`config.mk`:
```
export PLATFORM = sky130hd
export DESIGN_NAME = fetch_unit
export DESIGN_NICKNAME = d
export VERILOG_FILES = /design/src/rtl/fetch_unit.sv
export SDC_FILE = /design/constraint.sdc
export NUM_CORES = 1
export LEC_CHECK = 0
export CAP_MARGIN = 10
export CORE_ASPECT_RATIO = 0.8
export CORE_MARGIN = 1
export CORE_UTILIZATION = 40
export CTS_CLUSTER_SIZE = 14
export DETAILED_ROUTE_END_ITERATION = 10
export PLACE_DENSITY = 0.62
export SLEW_MARGIN = 20
export SYNTH_ARGS = -nofsm -noshare
export SYNTH_HDL_FRONTEND = slang
export SYNTH_SLANG_ARGS = --single-unit
```
`constraint.sdc`:
```
create_clock -name clk -period 8 [get_ports clk]
set_clock_uncertainty 0.2 [all_clocks]
set_input_delay 0.8 -clock clk [delete_from_list [all_inputs] [get_ports clk]]
set_output_delay 0.8 -clock clk [all_outputs]
set_load 0.05 [all_outputs]
```
`src/rtl/fetch_unit.sv`:
```
`timescale 1ns/1ps
// fetch_unit: instruction-fetch stage feeding the decoder.
// Owns the PC and issues word requests over req/gnt + rvalid. Returned words are
// buffered in an in-order FIFO and handed to the decoder with valid/ready. A
// redirect from execute flushes the buffer, drains in-flight fetches and restarts
// at the target.
// Optional feature macro: FETCH_MISALIGN_CHECK_EN (misaligned redirect -> fault + HALT).
module fetch_unit #(
  parameter logic [31:0] RESET_PC   = 32'h0000_0000,
  parameter int unsigned FIFO_DEPTH = 2
) (
  input  logic        clk,
  input  logic        rst_n,
  output logic        imem_req,
  output logic [31:0] imem_addr,
  input  logic        imem_gnt,
  input  logic        imem_rvalid,
  input  logic [31:0] imem_rdata,
  output logic        inst_valid,
  input  logic        inst_ready,
  output logic [31:0] inst,
  output logic [31:0] inst_pc,
  input  logic        redirect_valid,
  input  logic [31:0] redirect_pc,
  output logic        fetch_fault
);

  localparam int unsigned PTR_W = (FIFO_DEPTH > 1) ? $clog2(FIFO_DEPTH) : 1;
  localparam int unsigned CNT_W = $clog2(FIFO_DEPTH + 1);
  localparam int unsigned SUM_W = CNT_W + 1;
  localparam logic [31:0] NOP   = 32'h0000_0013;

  typedef enum logic [1:0] {
    FETCH = 2'd0,
    DRAIN = 2'd1,
    HALT  = 2'd2
  } fetchStateT;

  typedef struct packed {
    logic [31:0] word;
    logic [31:0] addr;
  } fetchEntryT;

  fetchStateT       state;
  logic [31:0]      pc;
  logic [CNT_W-1:0] outstanding;
  logic [CNT_W-1:0] discard;
  logic             fetchEn;
  logic             faultR;

  fetchEntryT       fifoMem [FIFO_DEPTH];
  logic [PTR_W-1:0] wrPtr;
  logic [PTR_W-1:0] rdPtr;
  logic [CNT_W-1:0] count;

  logic             grant;
  logic             pop;
  logic             push;
  logic             creditOk;
  logic [CNT_W-1:0] outNext;
  logic [31:0]      respPc;
  logic [31:0]      redirTarget;
  logic             misaligned;
  logic             faultNext;
  fetchEntryT       pushEntry;

  // Redirect target handling: fault on misalignment, or silently word-align
`ifdef FETCH_MISALIGN_CHECK_EN
  assign misaligned  = redirect_valid && (redirect_pc[1:0] != 2'b00);
  assign redirTarget = redirect_pc;
  assign fetch_fault = faultR;
`else
  logic unusedRedirLsb;
  assign unusedRedirLsb = ^redirect_pc[1:0];
  assign misaligned     = 1'b0;
  assign redirTarget    = {redirect_pc[31:2], 2'b00};
  assign fetch_fault    = 1'b0;
`endif

  // Request/credit, response bookkeeping and decoder-side handshake
  always_comb begin
    creditOk  = (SUM_W'({1'b0, outstanding}) + SUM_W'({1'b0, count})) < SUM_W'(FIFO_DEPTH);
    imem_req  = fetchEn && (state == FETCH) && creditOk && !redirect_valid;
    imem_addr = pc;
    grant     = imem_req && imem_gnt;
    inst_valid = (count != '0);
    pop       = inst_valid && inst_ready;
    // Responses only land in the FIFO when nothing is being discarded and no flush is underway
    push      = imem_rvalid && (state == FETCH) && (discard == '0) && !redirect_valid;
    outNext   = outstanding + CNT_W'(grant) - CNT_W'(imem_rvalid);
    // Live requests since the last redirect are sequential, so the oldest one is pc - 4*outstanding
    respPc    = pc - (32'(outstanding) << 2);
    faultNext = redirect_valid ? misaligned : faultR;
    pushEntry.word = imem_rdata;
    pushEntry.addr = respPc;
    if (inst_valid) begin
      inst    = fifoMem[rdPtr].word;
      inst_pc = fifoMem[rdPtr].addr;
    end else begin
      inst    = NOP;
      inst_pc = 32'h0000_0000;
    end
  end

  // PC, in-flight/discard counters and FETCH/DRAIN/HALT state machine
  always_ff @(posedge clk or negedge rst_n) begin
    if (!rst_n) begin
      state       <= FETCH;
      pc          <= RESET_PC;
      outstanding <= '0;
      discard     <= '0;
      fetchEn     <= 1'b0;
      faultR      <= 1'b0;
    end else begin
      fetchEn     <= 1'b1;
      outstanding <= outNext;
      if (redirect_valid) begin
        pc     <= redirTarget;
        faultR <= misaligned;
      end else if (grant) begin
        pc <= pc + 32'd4;
      end
      unique case (state)
        FETCH: begin
          if (redirect_valid) begin
            // Everything still in flight after this edge must be thrown away
            discard <= outNext;
            if (outNext != '0) begin
              state <= DRAIN;
            end else if (misaligned) begin
              state <= HALT;
            end
          end
        end
        DRAIN: begin
          if (imem_rvalid && (discard != '0)) begin
            discard <= discard - CNT_W'(1);
          end
          if (discard == '0) begin
            state <= faultNext ? HALT : FETCH;
          end
        end
        HALT: begin
          if (redirect_valid && !misaligned) begin
            state <= FETCH;
          end
        end
        default: state <= FETCH;
      endcase
    end
  end

  // FIFO pointers and occupancy; a redirect empties the buffer
  always_ff @(posedge clk or negedge rst_n) begin
    if (!rst_n) begin
      wrPtr <= '0;
      rdPtr <= '0;
      count <= '0;
    end else if (redirect_valid) begin
      wrPtr <= '0;
      rdPtr <= '0;
      count <= '0;
    end else begin
      if (push) begin
        wrPtr <= wrPtr + PTR_W'(1);
      end
      if (pop) begin
        rdPtr <= rdPtr + PTR_W'(1);
      end
      count <= count + CNT_W'(push) - CNT_W'(pop);
    end
  end

  // FIFO storage, written on accepted responses
  always_ff @(posedge clk) begin
    if (push) begin
      fifoMem[wrPtr] <= pushEntry;
    end
  end

  // The credit rule must keep the buffer from ever overflowing
  assert property (@(posedge clk) disable iff (!rst_n)
                   !(push && (count == CNT_W'(FIFO_DEPTH))));

endmodule

```
==> results of run 1 <==
==> state kept, by name, summed over array words and instances, names as in the netlist <==
| signal | flops |
|---|---|
| wrPtr | 1 |
| imem_addr | 30 |
| fetchEn | 1 |
| rdPtr | 1 |
| state | 2 |
| outstanding | 2 |
| discard | 2 |
| fifoMem | 124 |
| count | 2 |
| faultR | 1 |
==> path summary, 6_finish.rpt <==
kind | from | to | cells after the start | slack [ns]
max | redirect_valid | state[0]$_DFFE_PN0P_ | 12 | 4.16
min | faultR$_DFF_PN0_ | faultR$_DFF_PN0_ | 1 | 0.31
max reg2reg | outstanding[0]$_DFF_PN0_ | state[0]$_DFFE_PN0P_ | 12 | 4.24
min reg2reg | faultR$_DFF_PN0_ | faultR$_DFF_PN0_ | 1 | 0.31
max in group asynchronous | rst_n | rdPtr$_DFFE_PN0P_ | 1 | 6.56
min in group asynchronous | rst_n | imem_addr[26]$_DFFE_PN0N_ | 1 | 0.33
==> power groups by stage <==
stage	registers [W]	clock network [W]	logic, W
finish	0.00111	0.000768	0.00164
floorplan	0.00113	0	0.00110
global route	0.00112	0.000822	0.00175
CTS	0.00116	0.000786	0.00160
detailed placement	0.00117	0	0.00160
global placement	0.00117	0	0.00158
==> kinds of logic (layout without fill, tap and decap cells) <==
group	count (synthesis)	count (layout)
multiplexers	63	63
AND/OR/NAND/NOR	248	248
buffers and inverters	62	217
AO/OA/AOI/OAI	68	68
other	2	6
adder cells (fa/ha/maj)	10	10
XOR/XNOR	32	32
flip-flops	166	166
==> cell type report <==
type / instances / area, sq um / area share, %
inverters: 20 / 75.07 / 0.7342
repair buffers: 166 / 1664 / 16.28
clock buffers: 18 / 429.2 / 4.197
multi-input cells: 427 / 2834 / 27.72
flip-flops and latches: 166 / 4778 / 46.73
clock inverters: 13 / 121.4 / 1.187
well taps: 258 / 322.8 / 3.157
==> synth_stat cells (2+ instances only) <==
cell type	number
o211ai_1	16
conb_1	2
inv_1	19
nor2_1	93
or4_4	3
and2_1	5
nor4_2	2
nor4_1	5
buf_6	3
buf_4	7
clkbuf_1	23
a21oi_1	14
o21ai_0	19
buf_2	3
ha_1	8
nor3_1	14
or4_1	5
fa_1	2
nand2b_1	3
edfxtp_1	124
buf_1	6
xnor2_1	11
nand4_1	10
o311ai_0	6
nand2_1	46
xor2_1	20
and3_1	8
nand3_1	24
nor4_4	4
dfrtp_1	42
a31oi_1	9
or3_1	8
nor2b_1	6
mux2i_1	63
nand2_2	2
==> worst max-delay path, cell delays in order <==
cell and delay [ns]:
clkdlybuf4s50_1 0.39, buf_4 0.27, nor2b_1 0.20, and4_1 0.62
inv_2 0.37, ha_1 0.39, inv_1 0.04, ha_1 0.18
xnor2_1 0.14, xnor2_1 0.18, o211ai_1 0.20, o21ai_0 0.13
==> placed cells by master, fill, tap and decap left out, types with 5 or more instances in the layout <==
| cell type | instances |
|---|---|
| edfxtp_1 | 124 |
| nor3_1 | 14 |
| nor4_1 | 5 |
| nand4_1 | 10 |
| o211ai_1 | 16 |
| conb_1 | 6 |
| inv_1 | 19 |
| o21ai_0 | 19 |
| dfrtp_1 | 41 |
| nand3_1 | 24 |
| nor2_1 | 89 |
| xnor2_1 | 11 |
| clkbuf_16 | 17 |
| mux2i_1 | 63 |
| xor2_1 | 20 |
| or3_1 | 8 |
| and2_1 | 5 |
| clkdlybuf4s50_1 | 160 |
| or4_1 | 5 |
| a31oi_1 | 9 |
| ha_1 | 8 |
| nand2_1 | 46 |
| a21oi_1 | 14 |
| o311ai_0 | 6 |
| nor2b_1 | 6 |
| and3_1 | 8 |
==> metal layers <==
layer | track usage (%) | vias to the layer above | routed length, um
li1 | - | 2651 | -
met1 | 25.26 | 2672 | 8113
met2 | 30.52 | 209 | 8774
met3 | 4.512 | 22 | 1197
met4 | 5.882 | 0 | 235
met5 | 0 | - | 0
==> per-stage QoR <==
stage	instance area, sq um	setup slack [ns]
4_1_cts	10190	4.141
2_1_floorplan	7869	3.689
3_5_place_dp	9644	3.706
6_report	10220	4.156
5_1_grt	10220	3.975
3_3_place_gp	9644	3.766
==> results.toml, run 1 <==
[synthesis]
ys.flop_type = "edfxtp_1"
yosysSeqAreaShare_pct = 60.79
yosys_warnings = 0
synth_cells = 651
ys_ff_latch = 166
synth-xor-area-share_pct = 3.664
synthArstFlopShare_pct = 25.30
synth_compound_area_share_pct = 5.448
synthMuxAreaShare_pct = 8.029
synth-simple-area-share_pct = 16.55
synthAdderAreaFrac_pct = 1.784
yosys.area.top_type_share_pct = 47.41
syn-cell-area_sq_um = 7854
synth.distinct_cells = 51
synth_edf_count = 124
avgSynthCellArea_sq_um = 12.06
synthTopCellsByArea = "edfxtp_1, dfrtp_1, mux2i_1"
yosys.area.top_type = "edfxtp_1"
synth_top_family_by_area = "simple AND/OR/NAND/NOR gates"

[sta]
setup_viol = 0
fin_setup_tns_ns = 0
slew_viol_final = 0
tightest_slew_ns = 0.9693
slew-limit-headroom_pct = 35.38
min_period_ns = 3.844
hold_viol = 0
whs_ns = 0.3118
rsz0062_at_grt = "no"
max_freq_mhz = 260.2
min_period_over_period_pct = 48.04

[global_route]
grt_pass1_vias = 5451
grt_usage_pct = 18.93
grt_max_degree = 64
antenna_found_initial = 0
grt_pass1_wl_mm = 28.85
grt_overflow = 0

[floorplanning]
fp.dieW_um = 158.7
die_area_sq_um = 20200
io_pins = 169
fp-row-count = 45
start_util_pct = 41.15
core_sq_um = 19090
die_h_um = 127.3

[worst_setup_path]
crit_path_end_kind = "flop"
path_class = "input pin to flop"
critPathMaxFanout = 42
arrival_ns = 3.93
start_kind = "input pin"
cp.required_ns = 8.08

[routing]
routedWlPerCell_um = 17.15
drt_iter0_markers = 321
dr_total_vias = 5554
drtAntennaViolNets = 0
vias_per_cell = 5.200
routed_wl_mm = 18.32
route.detailed.drc = 0
drtPass1Iterations = 4

[cells_and_area]
fin_util_pct = 53.57
fillers = 1600
syn_to_final_growth_pct = 30.19
final_nets = 878
drive_above_1_share_pct = 7.407
final_cells = 1068
n_antenna_cell = 0

[clock_network]
cts_buffer_depth = 2
clock_latency_ns = 0.42
clkTransAtPathRegs_ns = 0.06
cts_tree = "done"
numCtsBuffers = 17
root_buffer = "clkbuf_16"
h-tree-depth = 4
cts.sink_count = 166
postCtsHoldBufs = 0
post_cts_buffers = 0
cts-resized-gates = 0

[place]
place_congestion = 0.8374
place_inst = 1036
post-dp-hpwl_mm = 12.52
io_buffer_count = 161

[outcome]
outcome = "complete, no violations"

[min_path]
hold_path.class = "flop to flop"

[pwr]
power.total_w = 0.003521
sequentialPowerShare_pct = 31.5
p_int_w = 0.001985
p_per_area_nw_per_um2 = 344.3
ir_drop_mv = 0.2073
combPwrFrac_pct = 46.7
p_leak_nw = 3.567
p_sw_share_pct = 43.61
p_clk_share_pct = 21.8
switching_power_w = 0.001536

[run]
cap_violations = 0
Note: power is estimated with default switching activity, not from simulation.
==> run 2, diff against run 1 <==
clock period = 3.7 ns   (was 8 ns; I/O delays follow)
==> run 2 against run 1 <==
Compared with the run above:
- clock-buffer cell count down 1
- sequential share of layout area down 0.48 points
- first-iteration DRC count up 15%
- core utilization up 0.55 points
- final cell count up 0.75%
- critical path type is now flop to flop
- largest cell class unchanged
- routed wire length up 1.6%
==> results.toml, run 2 (synthesis results as in run 1) <==
[sta]
slew-limit-headroom_pct = 53.66
hold_viol = 0
rsz0062_at_grt = "no"
max_freq_mhz = 316.9
min_period_over_period_pct = 85.28
slew_viol_final = 0
whs_ns = 0.2593
min_period_ns = 3.155
tightest_slew_ns = 0.6932
setup_viol = 0

[cells_and_area]
fin_util_pct = 54.12
syn_to_final_growth_pct = 31.53
largest_register_ffs = 124
drive_above_1_share_pct = 8.313
layout_common_cells = "clkdlybuf4s50_1, edfxtp_1, nor2_1, mux2i_1, nand2_1"
regMostFlops = "fifoMem"
mostFrequentLayoutCell = "clkdlybuf4s50_1"
final_nets = 885
n_antenna_cell = 0
final_cells = 1076

[routing]
drt_iter0_markers = 370
route.detailed.drc = 0
dr_total_vias = 5606
vias_per_cell = 5.210
drtAntennaViolNets = 0
routedWlPerCell_um = 17.30
drtPass1Iterations = 5
routed_wl_mm = 18.62

[min_path]
hold_path.class = "input pin to asynchronous set/reset pin"

[worst_setup_path]
reg2reg_to = "discard[1]$_DFFE_PN0P_"
r2r_setup_slack_ns = 0.54
cp.required_ns = 3.85
endpoint = "discard[1]$_DFFE_PN0P_"
crit_path_end_kind = "flop"
path_class = "flop to flop"
critPathMaxFanout = 15
startpoint = "count[0]$_DFF_PN0_"
arrival_ns = 3.31
reg2reg_depth = 12
start_kind = "flop"
r2r_start = "count[0]$_DFF_PN0_"

[clock_network]
post_cts_buffers = 0
postCtsHoldBufs = 1
h-tree-depth = 4
numCtsBuffers = 17
cts.sink_count = 166
cts_buffer_depth = 2
cts-resized-gates = 0
clkTransAtPathRegs_ns = 0.07
root_buffer = "clkbuf_16"
clock_latency_ns = 0.43
cts_tree = "done"

[place]
place_congestion = 0.8202
io_buffer_count = 161
post-dp-hpwl_mm = 12.81
place_inst = 1043

[run]
cap_violations = 0

[floorplanning]
fp-row-count = 45
io_pins = 169
start_util_pct = 41.15
core_sq_um = 19090
die_area_sq_um = 20200
fp.dieW_um = 158.7
die_h_um = 127.3

[global_route]
grt_pass1_vias = 5471
grt_overflow = 0
grt_pass1_wl_mm = 29.90
grt_usage_pct = 19.62
grt_max_degree = 56
antenna_found_initial = 0

[outcome]
outcome = "complete, no violations"

[pwr]
power.total_w = 0.007705
ir_drop_mv = 0.3985
p_leak_nw = 3.611
p_per_area_nw_per_um2 = 745.9
-- run 2: metrics by stage --
step,worst slack [ns],TNS (ns),cell area (sq um)
floorplan,-0.3732,-46.28,7869
global placement,0.6740,0,9744
CTS,0.5530,0,10320
detailed placement,0.5068,0,9744
finish,0.5448,0,10330
global route,0.3263,0,10330
-- run 2: worst min-delay path by stage --
stage / cells past startpoint / endpoint / start
2_1_floorplan: 0 / count[0]$_DFF_PN0_ / rst_n
3_3_place_gp: 1 / faultR$_DFF_PN0_ / faultR$_DFF_PN0_
3_5_place_dp: 1 / faultR$_DFF_PN0_ / faultR$_DFF_PN0_
4_1_cts: 3 / imem_addr[30]$_DFFE_PN0N_ / redirect_pc[30]
5_1_grt: 3 / imem_addr[22]$_DFFE_PN0N_ / redirect_pc[22]
6_report: 2 / imem_addr[26]$_DFFE_PN0N_ / rst_n
-- run 2: power by group --
group          switching, W  internal (W)  total (W)
clock network      0.000758      0.000941    0.00170
registers          0.000233       0.00218    0.00241
logic               0.00238       0.00122    0.00359
total               0.00337       0.00434    0.00771
-- run 2: per-layer routing --
layer  GRT usage, %  wire length, um  vias up
met5              0                0        -
met3          4.986             1431       15
li1               -                -     2674
met4          5.769              202        0
met2          32.09             8936      234
met1          25.67             8047     2683
-- run 2: layout make-up --
class                   instances  area [sq um]
fillers                      1629          8757
flip-flops and latches        166          4778
multi-input cells             427          2834
repair buffers                173          1749
clock buffers                  17         425.4
well taps                     258         322.8
clock inverters                15         145.1
inverters                      20         75.07
-- run 2: worst max-delay path: stages (launching register included) --
cell	delay, ns
dfrtp_1	0.42
and2_1	0.16
fa_1	0.49
nor2_1	0.16
and4_1	0.25
inv_2	0.14
ha_1	0.30
inv_1	0.04
ha_1	0.19
xnor2_1	0.14
xnor2_1	0.31
a21oi_1	0.12
a21oi_1	0.16
==> run 3, diff against run 2 <==
CORE_ASPECT_RATIO = not set   (was 0.8)
SETUP_SLACK_MARGIN = 0.5   (was not set)
==> run 3 against run 2 <==
Compared with the run above:
- largest cell class unchanged
- worst setup slack improved by 0.10 ns
- hold slack got worse by 0.060 ns
- largest power group unchanged
- final cell count increased by 0.56%
- critical endpoint is now inst[12]
- first-iteration DRC count decreased by 14%
==> results.toml, run 3 (synthesis results as in run 1) <==
[worst_setup_path]
arrival_ns = 2.48
crit_path_end_kind = "output pin"
cp_cell_sequence = "buf_12 -> mux2i_1 -> nor2_1 -> clkdlybuf4s50_1"
crit_family = "buffers and inverters"
cp_slowest_cell = "clkdlybuf4s50_1"
slowest_delay_ns = 0.82
path_class = "flop to output pin"
path_buf_inv = 2
cp.required_ns = 3.13
critPathMaxFanout = 25
start_kind = "flop"

[global_route]
grt_overflow = 0
antenna_found_initial = 0
grt_pass1_wl_mm = 29.47
grt_usage_pct = 19.26
grt_pass1_vias = 5556
grt_max_degree = 43

[clock_network]
h-tree-depth = 4
numCtsBuffers = 17
cts_tree = "done"
root_buffer = "clkbuf_16"
clkTransAtPathRegs_ns = 0.07
cts_buffer_depth = 2
clock_latency_ns = 0.43
cts-resized-gates = 0
cts.sink_count = 166

[routing]
routedWlPerCell_um = 17.66
drt_iter0_markers = 318
drtAntennaViolNets = 0
dr_total_vias = 5664
routed_wl_mm = 19.11
vias_per_cell = 5.235
route.detailed.drc = 0
drtPass1Iterations = 5

[min_path]
hold_path.class = "input pin to asynchronous set/reset pin"

[floorplanning]
die_area_sq_um = 20200
fp.dieW_um = 142.1
core_sq_um = 18960
start_util_pct = 41.43
die_h_um = 142.1
fp-row-count = 50
io_pins = 169

[sta]
slew-limit-headroom_pct = 52.77
min_period_ns = 3.055
setup_viol = 0
rsz0062_at_grt = "yes"
max_freq_mhz = 327.4
slew_viol_final = 0
min_period_over_period_pct = 82.55
hold_viol = 0
tightest_slew_ns = 0.7020

[run]
cap_violations = 0

[cells_and_area]
regMostFlops = "fifoMem"
fillers = 1591
layout_common_cells = "clkdlybuf4s50_1, edfxtp_1, nor2_1, mux2i_1, nand2_1"
syn_to_final_growth_pct = 32.04
fin_util_pct = 54.71
n_antenna_cell = 0
largest_register_ffs = 124
drive_above_1_share_pct = 8.637
final_nets = 889
mostFrequentLayoutCell = "clkdlybuf4s50_1"

[place]
place_congestion = 0.8061
io_buffer_count = 161
post-dp-hpwl_mm = 12.88

[pwr]
p_per_area_nw_per_um2 = 752.1
p_leak_nw = 3.637
ir_drop_mv = 0.3240
power.total_w = 0.007799

[outcome]
outcome = "complete, no violations"
run 3: timing repair:
item                                    CTS  global route
pin swaps                                 0             1
buffers inserted                          1             0
hold buffers                              1             0
endpoints found under the setup margin   25             3
hold endpoints to repair                 42             0
cloned                                    0             1
run 3: path summary, 6_finish.rpt:
kind	start	to	slack (ns)	cells past startpoint
worst max-delay path	rdPtr$_DFFE_PN0P_	inst[12]	0.65	4
worst min-delay path	rst_n	imem_addr[25]$_DFFE_PN0N_	0.20	2
worst max register to register	count[0]$_DFF_PN0_	discard[1]$_DFFE_PN0P_	0.66	12
worst min register to register	faultR$_DFF_PN0_	faultR$_DFF_PN0_	0.33	1
max in group asynchronous	rst_n	rdPtr$_DFFE_PN0P_	2.60	3
min in group clk	redirect_pc[3]	imem_addr[3]$_DFFE_PN0N_	0.30	3
run 3: final cells by class:
type / count / area [sq um] / area share (%)
multi-input cells: 428 / 2840 / 27.39
flip-flops and latches: 166 / 4778 / 46.08
clock inverters: 13 / 148.9 / 1.436
clock buffers: 19 / 432.9 / 4.175
well taps: 260 / 325.3 / 3.137
repair buffers: 176 / 1769 / 17.06
inverters: 20 / 75.07 / 0.7239
run 3: per-stage QoR:
step                      std cells  area, sq um  setup WS [ns]  TNS, ns  hold slack, ns
final                          1082        10370         0.6455        0          0.1994
after global routing           1082        10370         0.4832        0          0.2027
after CTS                      1080        10340         0.5935        0          0.2873
after detailed placement       1046         9729         0.6347        0          0.3164
after global placement         1046         9729         0.7578        0          0.2878
after floorplan                 655         7869        -0.3732   -46.28         -0.1256
run 3: per-layer routing:
layer	wire length [um]	GRT usage [%]	vias to the layer above
li1	-	-	2675
met3	1255	4.677	37
met2	9129	31.37	208
met5	0	0	-
met4	613	8.149	0
met1	8108	24.51	2744
run 3: power breakdown:
group	internal, W	total [W]	switching (W)
sequential	0.00218	0.00242	0.000242
clock	0.00100	0.00174	0.000740
combinational	0.00123	0.00363	0.00240
total	0.00442	0.00780	0.00338
